===== src/rtl/i2c_burst_sequencer_pkg.sv =====
// i2c_seq_pkg: state encoding, control-word layout, op modes and init table for the I2C burst sequencer
package i2c_seq_pkg;

    typedef enum logic [2:0] {
        IDLE,
        LOAD,
        ISSUE,
        WAIT_BUSY,
        WAIT_DONE,
        NEXT,
        RUN
    } state_t;

    localparam int CTRL_EN      = 0;
    localparam int CTRL_RW      = 1;
    localparam int CTRL_MODE_LO = 2;
    localparam int CTRL_MODE_HI = 3;

    localparam logic [1:0] MODE_CPU1   = 2'b00;
    localparam logic [1:0] MODE_CPU11  = 2'b01;
    localparam logic [1:0] MODE_FPGA11 = 2'b10;

    localparam int IDX_W = 4;
    localparam int TMO_W = 16;

    // {reg, data} pairs written to the sensor after i_go; only the first INIT_LEN are used
    function automatic logic [15:0] init_entry(input logic [IDX_W-1:0] idx);
        case (idx)
            4'd0:    return 16'h0070;
            4'd1:    return 16'h01A0;
            4'd2:    return 16'h0200;
            4'd3:    return 16'h2040;
            4'd4:    return 16'h2160;
            4'd5:    return 16'h2208;
            4'd6:    return 16'h2300;
            4'd7:    return 16'h2480;
            4'd8:    return 16'h3010;
            4'd9:    return 16'h3122;
            4'd10:   return 16'h3233;
            4'd11:   return 16'h3344;
            4'd12:   return 16'h3455;
            4'd13:   return 16'h3566;
            4'd14:   return 16'h3677;
            default: return 16'h3788;
        endcase
    endfunction

endpackage


===== src/rtl/i2c_burst_sequencer_init_rom.sv =====
// i2c_init_rom: combinational lookup of the sensor init table, zero beyond INIT_LEN
module i2c_init_rom
    import i2c_seq_pkg::*;
#(
    parameter int INIT_LEN = 4
) (
    input  logic [IDX_W-1:0] idx,
    output logic [15:0]      entry
);

    // entries past the configured length read as zero so a stray index never writes junk
    always_comb entry = (int'(idx) < INIT_LEN) ? init_entry(idx) : '0;

endmodule


===== src/rtl/i2c_burst_sequencer.sv =====
// i2c_burst_sequencer: writes the init table to one sensor, then issues single-register reads on request
module i2c_burst_sequencer
    import i2c_seq_pkg::*;
#(
    parameter logic [6:0] DEV_ADDR = 7'h1E,
    parameter int         INIT_LEN = 4,
    parameter int         TIMEOUT  = 20000,
    parameter logic [1:0] RD_MODE  = MODE_CPU1
) (
    input  logic        i_clk,
    input  logic        i_rst_n,
    input  logic        i_go,
    input  logic        i_trig,
    input  logic [7:0]  i_rd_addr,
    input  logic        i_ready,
    input  logic [7:0]  i_rd_data,
    output logic [6:0]  o_dev_addr,
    output logic [7:0]  o_reg_addr,
    output logic [7:0]  o_w_data,
    output logic [31:0] o_ctrl,
    output logic [7:0]  o_data,
    output logic        o_data_vld,
    output logic        o_init_done,
    output logic        o_busy,
    output logic        o_err,
    output logic [7:0]  o_err_cnt
);

    localparam logic [TMO_W-1:0] TMO_MAX  = TMO_W'(TIMEOUT - 1);
    localparam logic [IDX_W-1:0] LAST_IDX = IDX_W'(INIT_LEN - 1);

    state_t            state, state_nxt;
    logic [IDX_W-1:0]  idx;
    logic [15:0]       rom_entry;
    logic              rdy_m, rdy_s, rdy_s_d;
    logic [1:0]        edge_cnt;
    logic [TMO_W-1:0]  tmo_cnt;
    logic              en, rw;
    logic [1:0]        mode;
    logic              rise, waiting, tmo_hit, done_ev, adv, abort, last_idx, restart, accept;

    i2c_init_rom #(.INIT_LEN(INIT_LEN)) u_rom (
        .idx   (idx),
        .entry (rom_entry)
    );

    // event decode shared by the next-state logic and the datapath
    always_comb begin
        rise     = rdy_s & ~rdy_s_d;
        waiting  = state inside {ISSUE, WAIT_BUSY, WAIT_DONE};
        tmo_hit  = waiting && tmo_cnt == TMO_MAX;
        done_ev  = state == WAIT_DONE && rise && (!rw || edge_cnt == 2'd1);
        adv      = (state == ISSUE && rdy_s) || (state == WAIT_BUSY && !rdy_s) || done_ev;
        abort    = tmo_hit && !adv;
        last_idx = idx == LAST_IDX;
        restart  = i_go && (state == IDLE || state == RUN);
        accept   = state == RUN && i_trig && !i_go;
    end

    // state register
    always_ff @(posedge i_clk or negedge i_rst_n) begin
        if (!i_rst_n) state <= IDLE;
        else          state <= state_nxt;
    end

    // next state; a timeout overrides any wait, falling back to RUN for reads and IDLE for init
    always_comb begin
        state_nxt = state;
        case (state)
            IDLE:      state_nxt = i_go ? LOAD : IDLE;
            LOAD:      state_nxt = ISSUE;
            ISSUE:     state_nxt = rdy_s ? WAIT_BUSY : ISSUE;
            WAIT_BUSY: state_nxt = !rdy_s ? WAIT_DONE : WAIT_BUSY;
            WAIT_DONE: state_nxt = done_ev ? NEXT : WAIT_DONE;
            NEXT:      state_nxt = (rw || last_idx) ? RUN : LOAD;
            RUN:       state_nxt = i_go ? LOAD : (i_trig ? ISSUE : RUN);
            default:   state_nxt = IDLE;
        endcase
        if (abort) state_nxt = rw ? RUN : IDLE;
    end

    // datapath: ready synchroniser, wait timers, transaction fields and host-facing results
    always_ff @(posedge i_clk or negedge i_rst_n) begin
        if (!i_rst_n) begin
            rdy_m       <= 1'b0;
            rdy_s       <= 1'b0;
            rdy_s_d     <= 1'b0;
            tmo_cnt     <= '0;
            edge_cnt    <= '0;
            idx         <= '0;
            o_reg_addr  <= '0;
            o_w_data    <= '0;
            rw          <= 1'b0;
            mode        <= '0;
            en          <= 1'b0;
            o_init_done <= 1'b0;
            o_data      <= '0;
            o_data_vld  <= 1'b0;
            o_err       <= 1'b0;
            o_err_cnt   <= '0;
        end else begin
            rdy_m      <= i_ready;
            rdy_s      <= rdy_m;
            rdy_s_d    <= rdy_s;
            tmo_cnt    <= (state_nxt != state || !waiting) ? '0 : tmo_cnt + 1'b1;
            edge_cnt   <= (state != WAIT_DONE) ? '0 : edge_cnt + {1'b0, rise && edge_cnt != 2'd2};
            if (restart)
                idx <= '0;
            else if (state == NEXT && !rw && !last_idx)
                idx <= idx + 1'b1;
            if (state == LOAD) begin
                o_reg_addr <= rom_entry[15:8];
                o_w_data   <= rom_entry[7:0];
                rw         <= 1'b0;
                mode       <= MODE_CPU1;
            end else if (accept) begin
                o_reg_addr <= i_rd_addr;
                rw         <= 1'b1;
                mode       <= RD_MODE;
            end
            en          <= (en || (state == ISSUE && rdy_s)) && !(state == WAIT_BUSY && !rdy_s) && !abort;
            o_init_done <= (state == NEXT && !rw && last_idx) || (o_init_done && !restart && !(abort && !rw));
            o_data_vld  <= state == NEXT && rw;
            if (state == NEXT && rw)
                o_data <= i_rd_data;
            o_err <= abort;
            if (abort && o_err_cnt != 8'hFF)
                o_err_cnt <= o_err_cnt + 1'b1;
        end
    end

    // outputs decoded from state and the transaction fields
    always_comb begin
        o_dev_addr                        = DEV_ADDR;
        o_busy                            = !(state inside {IDLE, RUN});
        o_ctrl                            = '0;
        o_ctrl[CTRL_EN]                   = en;
        o_ctrl[CTRL_RW]                   = rw;
        o_ctrl[CTRL_MODE_HI:CTRL_MODE_LO] = mode;
    end

endmodule

===== config.mk =====
export PLATFORM = sky130hd
export DESIGN_NAME = i2c_burst_sequencer
export DESIGN_NICKNAME = d
export VERILOG_FILES = /design/src/rtl/i2c_burst_sequencer_pkg.sv /design/src/rtl/i2c_burst_sequencer_init_rom.sv /design/src/rtl/i2c_burst_sequencer.sv
export SDC_FILE = /design/constraint.sdc
export NUM_CORES = 1
export LEC_CHECK = 0
export ABC_CLOCK_PERIOD_IN_PS = 4000
export CAP_MARGIN = 20
export CORE_ASPECT_RATIO = 0.5
export CORE_MARGIN = 2
export CORE_UTILIZATION = 49
export CTS_CLUSTER_DIAMETER = 40
export DETAILED_ROUTE_END_ITERATION = 6
export PLACE_DENSITY = 0.81
export SYNTH_ARGS = -nofsm -noshare
export SYNTH_HDL_FRONTEND = slang
export SYNTH_SLANG_ARGS = --single-unit
export TNS_END_PERCENT = 5

===== constraint.sdc =====
create_clock -name i_clk -period 4 [get_ports i_clk]
set_input_delay 0.8 -clock i_clk [delete_from_list [all_inputs] [get_ports i_clk]]
set_output_delay 0.8 -clock i_clk [all_outputs]
set_load 0.01 [all_outputs]

# Yosys cells after proc, flatten, opt, wreduce, memory -nomap -nowiden

Memory sizes are Yosys's and may differ from the RTL's.
Index checks and enable logic that the tools add are counted.

Add/subtract/negate cells: 4
Magnitude comparators: 1
Eq/ne operators: 13
Mux-type cells: 21
Bitwise logic cells: 2
Reduce and logical (&&, ||, !) cells: 44

Operator list:

| cell                    | number |
|---|---|
| $mux W16                | 2 |
| $pmux W3 S7             | 1 |
| $logic_and A1 B1 Y1     | 20 |
| $mux W3                 | 6 |
| $add A16 B1 Y16 const B | 1 |
| $eq A16 B15 Y1 const B  | 1 |
| $mux W8                 | 2 |
| $logic_not A1 Y1        | 11 |
| $eq A3 B3 Y1 const B    | 3 |
| $add A8 B1 Y8 const B   | 1 |
| $logic_or A1 B1 Y1      | 8 |
| $mux W4                 | 2 |
| $ne A8 B8 Y1 const B    | 1 |
| $eq A3 B2 Y1 const B    | 2 |
| $mux W2                 | 3 |
| $reduce_bool A2 Y1      | 3 |
| $mux W1                 | 5 |
| $add A4 B1 Y4 const B   | 1 |
| $eq A4 B2 Y1 const B    | 1 |
| $lt A4 B3 Y1 const B    | 1 |
| $eq A3 B1 Y1 const B    | 1 |
| $logic_not A3 Y1        | 1 |
| $ne A3 B3 Y1            | 1 |
| $ne A3 B3 Y1 const B    | 1 |
| 6 further kinds         | 6 |

Register bits after elaboration: 67
ROM bits: 208
Input bits: 21
Output and inout port bits: 75
Memories: 1

Memory list:

| name            | depth | bits a word | read ports | clocked after Yosys merged registers in | write ports | line                          | text |
|---|---|---|---|---|---|---|---|
| (no name shown) | 16    | 13          | 1          | 0                                       | 0           | i2c_burst_sequencer_pkg.sv:28 | `case (idx)` |

# Logic depth before layout (Yosys ltp)

Depth after elaboration: 11
Depth in mapped cells: 8
Depth with buffers taken out: 7

# Modules after synthesis

From an unflattened synthesis, not the netlist that was laid out.

Cells, all modules: 355
Area, all modules: 3,588.4 um^2

By module, submodules not included:

| module              | instances | cells each | area each (um^2) | seq. area each (um^2) |
|---|---|---|---|---|
| i2c_burst_sequencer | 1         | 332        | 3,412.0          | 1,626.6 |
| i2c_init_rom        | 1         | 23         | 176.4            | 0.0 |

# Worst setup path after synthesis

OpenSTA, ideal clock, no wires.

Path type: input port to flip-flop
Start: input i_go
End: register tmo_cnt[0]
Setup time: 0.094 ns
Arrival time: 2.055 ns
Data required time: 3.906 ns
Setup slack: 1.850 ns
Stages on the path: 6
Path through: mux2_2 a221oi_1 o31a_1 xnor2_1 nand3_1 a211oi_1

Cells in the longest elaborated chain, start to end: 6
Elaborated cells on any way between the ends: 7
Classes of those cells: eq/ne (1); mux (5); reduce/logical (1)

RTL lines:

| element                                   | line                                                 | text |
|---|---|---|
| from (decl)                               | i2c_burst_sequencer.sv:12                            | `input logic i_go,` |
| $mux W3 / $mux W1 (equally long branches) | i2c_burst_sequencer.sv:76, i2c_burst_sequencer.sv:70 |  |
| $pmux W3 S7 *                             | i2c_burst_sequencer.sv:69                            | `case (state)` |
| $mux W3 *                                 | i2c_burst_sequencer.sv:79                            | `if (abort) state_nxt = rw ? RUN : IDLE;` |
| $ne A3 B3 Y1 *                            | i2c_burst_sequencer.sv:105                           | `tmo_cnt <= (state_nxt != state \|\| !waiting) ? '0 : tmo_cnt + 1'b1;` |
| $logic_or A1 B1 Y1 *                      | i2c_burst_sequencer.sv:105                           |  |
| $mux W16 *                                | i2c_burst_sequencer.sv:105                           |  |
| to (signal assigned)                      | i2c_burst_sequencer.sv:105                           |  |
| to (decl)                                 | i2c_burst_sequencer.sv:37                            | `logic [TMO_W-1:0] tmo_cnt;` |

Mark *: on every way between the ends. The rest lies on a longest branch, timed or not.
A chain may end at the register's enable or synchronous reset.

# Worst setup path after layout

Start: register state[1]
End: output o_busy

Cells in the longest elaborated chain, start to end: 3
Elaborated cells on any way between the ends: 4
Classes of those cells: eq/ne (1); reduce/logical (3)

RTL lines:

| element                                                 | line                       | text |
|---|---|---|
| from (decl)                                             | i2c_burst_sequencer.sv:32  | `state_t state, state_nxt;` |
| from (signal assigned)                                  | i2c_burst_sequencer.sv:63  | `else state <= state_nxt;` |
| $eq A3 B3 Y1 / $logic_not A3 Y1 (equally long branches) | i2c_burst_sequencer.sv:135 | `o_busy = !(state inside {IDLE, RUN});` |
| $reduce_bool A2 Y1 *                                    | i2c_burst_sequencer.sv:135 |  |
| $logic_not A1 Y1 *                                      | i2c_burst_sequencer.sv:135 |  |
| to (decl)                                               | i2c_burst_sequencer.sv:24  | `output logic o_busy,` |

Marked as above.

==> metrics.md <==
| Metric | Value |
|---|---|
| Hold path startpoint | `rdy_m` |
| Most common cell in the netlist | `dfrtp_1` |
| Worst Reg2Reg Path Length in Cells | `6` |
| Worst path bufs/invs | `2` |
| Worst-Margin Slew | `0.855 ns` |
| YS warnings | `0` |
| Setup TNS | `0 ns` |
| Largest stage delay, worst path | `0.70 ns` |
| Hold Path Class | `flip-flop to flip-flop` |
| Grt ovf | `0` |
| Critical R2R Capture | `tmo_cnt[10]` |
| Comb pwr share | `0.289` |
| Drt wl/cell | `13.6 µm` |
| RSZ-0062 raised after global routing | `no` |
| Final HPWL DP | `4780 µm` |
| Fmax | `340 MHz` |
| Switching share of power | `0.324` |
| Worst r2r src | `state[1]` |
| IO Count | `96` |
| Largest net degree at the start of global routing | `40` |
| Synthesized cell area | `0.00346 mm²` |
| Internal power | `0.00163 W` |
| Vias in the first global route | `2,412` |
| Synth async-reset ratio | `1.00` |
| Die area | `0.00778 mm²` |
| # DRC | `0` |
| CTS max path bufs | `2` |
| Non-Filler Instances | `503` |
| Syn-to-layout area delta | `23.1%` |
| Post-CTS setup buffers | `0` |
| Tmin final | `2.95 ns` |
| CTS Root Cell | `clkbuf_16` |
| Slew headroom | `0.430` |
| Starting DRT DRC Count | `101` |
| Critical path required time | `3.20 ns` |
| Status | `finished, final reports clean` |
| Clock Pin Slew Worst Setup and Hold Paths | `0.05 ns` |
| Die Height | `63.4 µm` |
| Leakage | `1.90 nW` |
| Crit end category | `output port` |
| Via Count | `2,548` |
| Post-CTS sizing | `0` |
| Distinct cell type count after synthesis | `52` |
| Placer Congestion | `0.872` |
| Initial antenna violation count | `0` |
| Slowest cell on the critical path | `dfrtp_1` |
| Post-synth top cells | `65 x dfrtp_1, 48 x nand2_1, 41 x buf_4, 28 x nor2_1, 18 x nand3_1` |
| Diodes inserted | `0` |
| Layout cells sized above 1 | `0.0779` |
| Crit-path leading delay family | `flip-flops` |
| CTS tree | `done` |
| Final Skew | `0.00517 ns` |
| Final Slew Violations | `0` |
| Endpoints failing setup | `0` |
| Dpl ws | `1.16 ns` |
| Max-Cap Viols | `0` |
| Total wire length | `6820 µm` |
| Initial Util | `0.512` |
| Reg2reg setup slack | `1.44 ns` |
| Via density | `5.07` |
| Antenna-violating nets left | `0` |
| Reg power frac | `0.367` |
| DRT Pass-1 Iters | `5` |
| Synth area leader | `dfrtp_1` |
| Main synth FF type | `dfrtp_1` |
| Synthesized area per cell | `9.85 µm²` |
| Synth Instances | `351` |
| Final Hold Fails | `0` |
| GRT Resource Usage Total | `0.194` |
| # clock sinks | `65` |
| Worst hold path cell count | `0` |
| Crit-path max FO | `20` |
| Hold Path Sink | `rdy_s` |
| Fin crit share | `0.736` |
| CP Launch Type | `flip-flop` |
| Core ar. | `0.00675 mm²` |
| Cts bufs inserted | `9` |
| Worst VDD drop | `352 µV` |
| Global-route wire length before repair | `11,700 µm` |
| Net Switching | `0.000782 W` |
| Number of port buffers | `58` |
| Worst-Skew Late Latency | `0.33 ns` |
| Synthesized flop and latch total | `65` |
| Clock Power Share | `0.344` |
| Chip width | `123 µm` |
| Crit-path cells | `nor2b_1, nor3_1, inv_1, clkdlybuf4s50_1` |
| Htree depth | `3` |
| Top cells by area, synth | `dfrtp_1 47%, buf_4 8.9%, nand2_1 5.2%` |
| Yosys top cell area share | `0.471` |
| Sequential share of the synthesized area | `0.471` |
| Placed cells | `487` |
| Final Worst Setup Slack | `1.05 ns` |
| Hold-fix buffers, CTS | `0` |
| Row count | `21` |
| WP data arrival | `2.15 ns` |
| Kind of critical path | `flip-flop to output port` |
| Post-synth EDFFs | `0` |
| Nets@finish | `436` |
| Power per cell area | `568 mW/mm²` |
-- through the flow --
stage | instance area, µm² | hold slack [ns] | total power, W | util
finish | 4250 | 0.357 | 0.00241 | 0.630
CTS | 4250 | 0.357 | 0.00243 | 0.630
detailed placement | 3930 | 0.345 | 0.00158 | 0.582
global route | 4250 | 0.373 | 0.00256 | 0.630
floorplan | 3590 | 0.331 | 0.00135 | -
global placement | 3930 | 0.339 | 0.00157 | 0.582
-- routing by layer --
metal  global-route usage  part of all wire  vias to the layer above
met5                    0                 0                        -
met2                0.299              0.46                       97
li1                     -                 -                     1233
met4               0.0805             0.012                        0
met1                0.262              0.46                     1209
met3               0.0498             0.067                        9
-- how the worst max path moves through the flow --
| stage | depth (start not counted) | endpoint | slack, ns | start |
|---|---|---|---|---|
| final | 4 | o_busy | 1.05 | state[1] |
| after CTS | 4 | o_busy | 1.08 | state[1] |
| after global routing | 4 | o_busy | 0.92 | state[1] |
| after floorplan | 6 | tmo_cnt[0] | 1.85 | i_go |
| after detailed placement | 7 | tmo_cnt[3] | 1.16 | i_go |
| after global placement | 7 | tmo_cnt[5] | 1.22 | i_go |
-- cell usage in the layout (no fill, tap or decap), types with 2 or more instances in the layout --
cell type        Yosys  final
and3_1               3      3
inv_1                8      8
clkdlybuf4s50_1      0     57
o21ai_2              2      2
nor2_1              28     28
nor2b_1              6      6
a21oi_1              6      6
clkbuf_16            0      9
xnor2_1             12     12
nand3_1             18     18
a211oi_1             7      7
nor3_1               6      6
dfrtp_1             65     65
nand4_1              6      6
bufinv_16            0      2
mux2_2               3      3
mux2i_1              6      6
clkinv_2             0      2
xor2_1              13     13
o22ai_1              2      2
a22oi_1              3      3
and2_1               6      6
o21ai_0             10     10
conb_1               2     37
and4_1               2      2
nand2b_1             5      5
nand2_1             48     48
o41ai_1              2      2
ha_1                 9      9
o31a_1               2      2
-- cell families (layout without fill, tap and decap cells) --
logic type,after synthesis,after routing,synth area share
buffers and inverters,60,85,0.113
adders and majority gates,9,9,0.0326
muxes,9,9,0.0272
and+or+nand+nor,139,139,0.202
AOI/OAI and AO/OA,42,42,0.0894
DFF,65,65,0.471
xor gates and xnor gates,25,25,0.0634
other,2,37,0.00217
-- power groups by stage --
stage               registers (W)  clock network, W  logic (W)
finish                   0.000887          0.000830   0.000697
global placement         0.000889                 0   0.000678
floorplan                0.000847                 0   0.000499
CTS                      0.000883          0.000843   0.000700
global route             0.000903          0.000881   0.000773
detailed placement       0.000890                 0   0.000693
-- sequential cells by signal, summed over array words and instances, names as in the netlist --
signal       count
o_err_cnt        8
rw               1
edge_cnt         2
o_reg_addr       8
en               1
rdy_s            1
o_err            1
o_data_vld       1
o_data           8
o_w_data         8
o_init_done      1
state            3
rdy_m            1
tmo_cnt         16
idx              4
rdy_s_d          1
-- worst register-to-register path: stages (launching register included) --
cell      delay [ns]
dfrtp_1         0.70
nor2b_1         0.39
a22oi_1         0.19
nor3_4          0.34
and2_1          0.38
o221ai_4        0.20
a211oi_1        0.27
-- cell type report --
class,count,area (µm²)
Inverter,10,37.5
Timing Repair Buffer,59,583
Tap cell,92,115
Clock inverter,5,78.8
Sequential cell,65,1630
Multi-Input combinational cell,261,1570
Fill cell,538,2500
Clock buffer,11,243
Note: power is estimated with default switching activity, not from simulation.
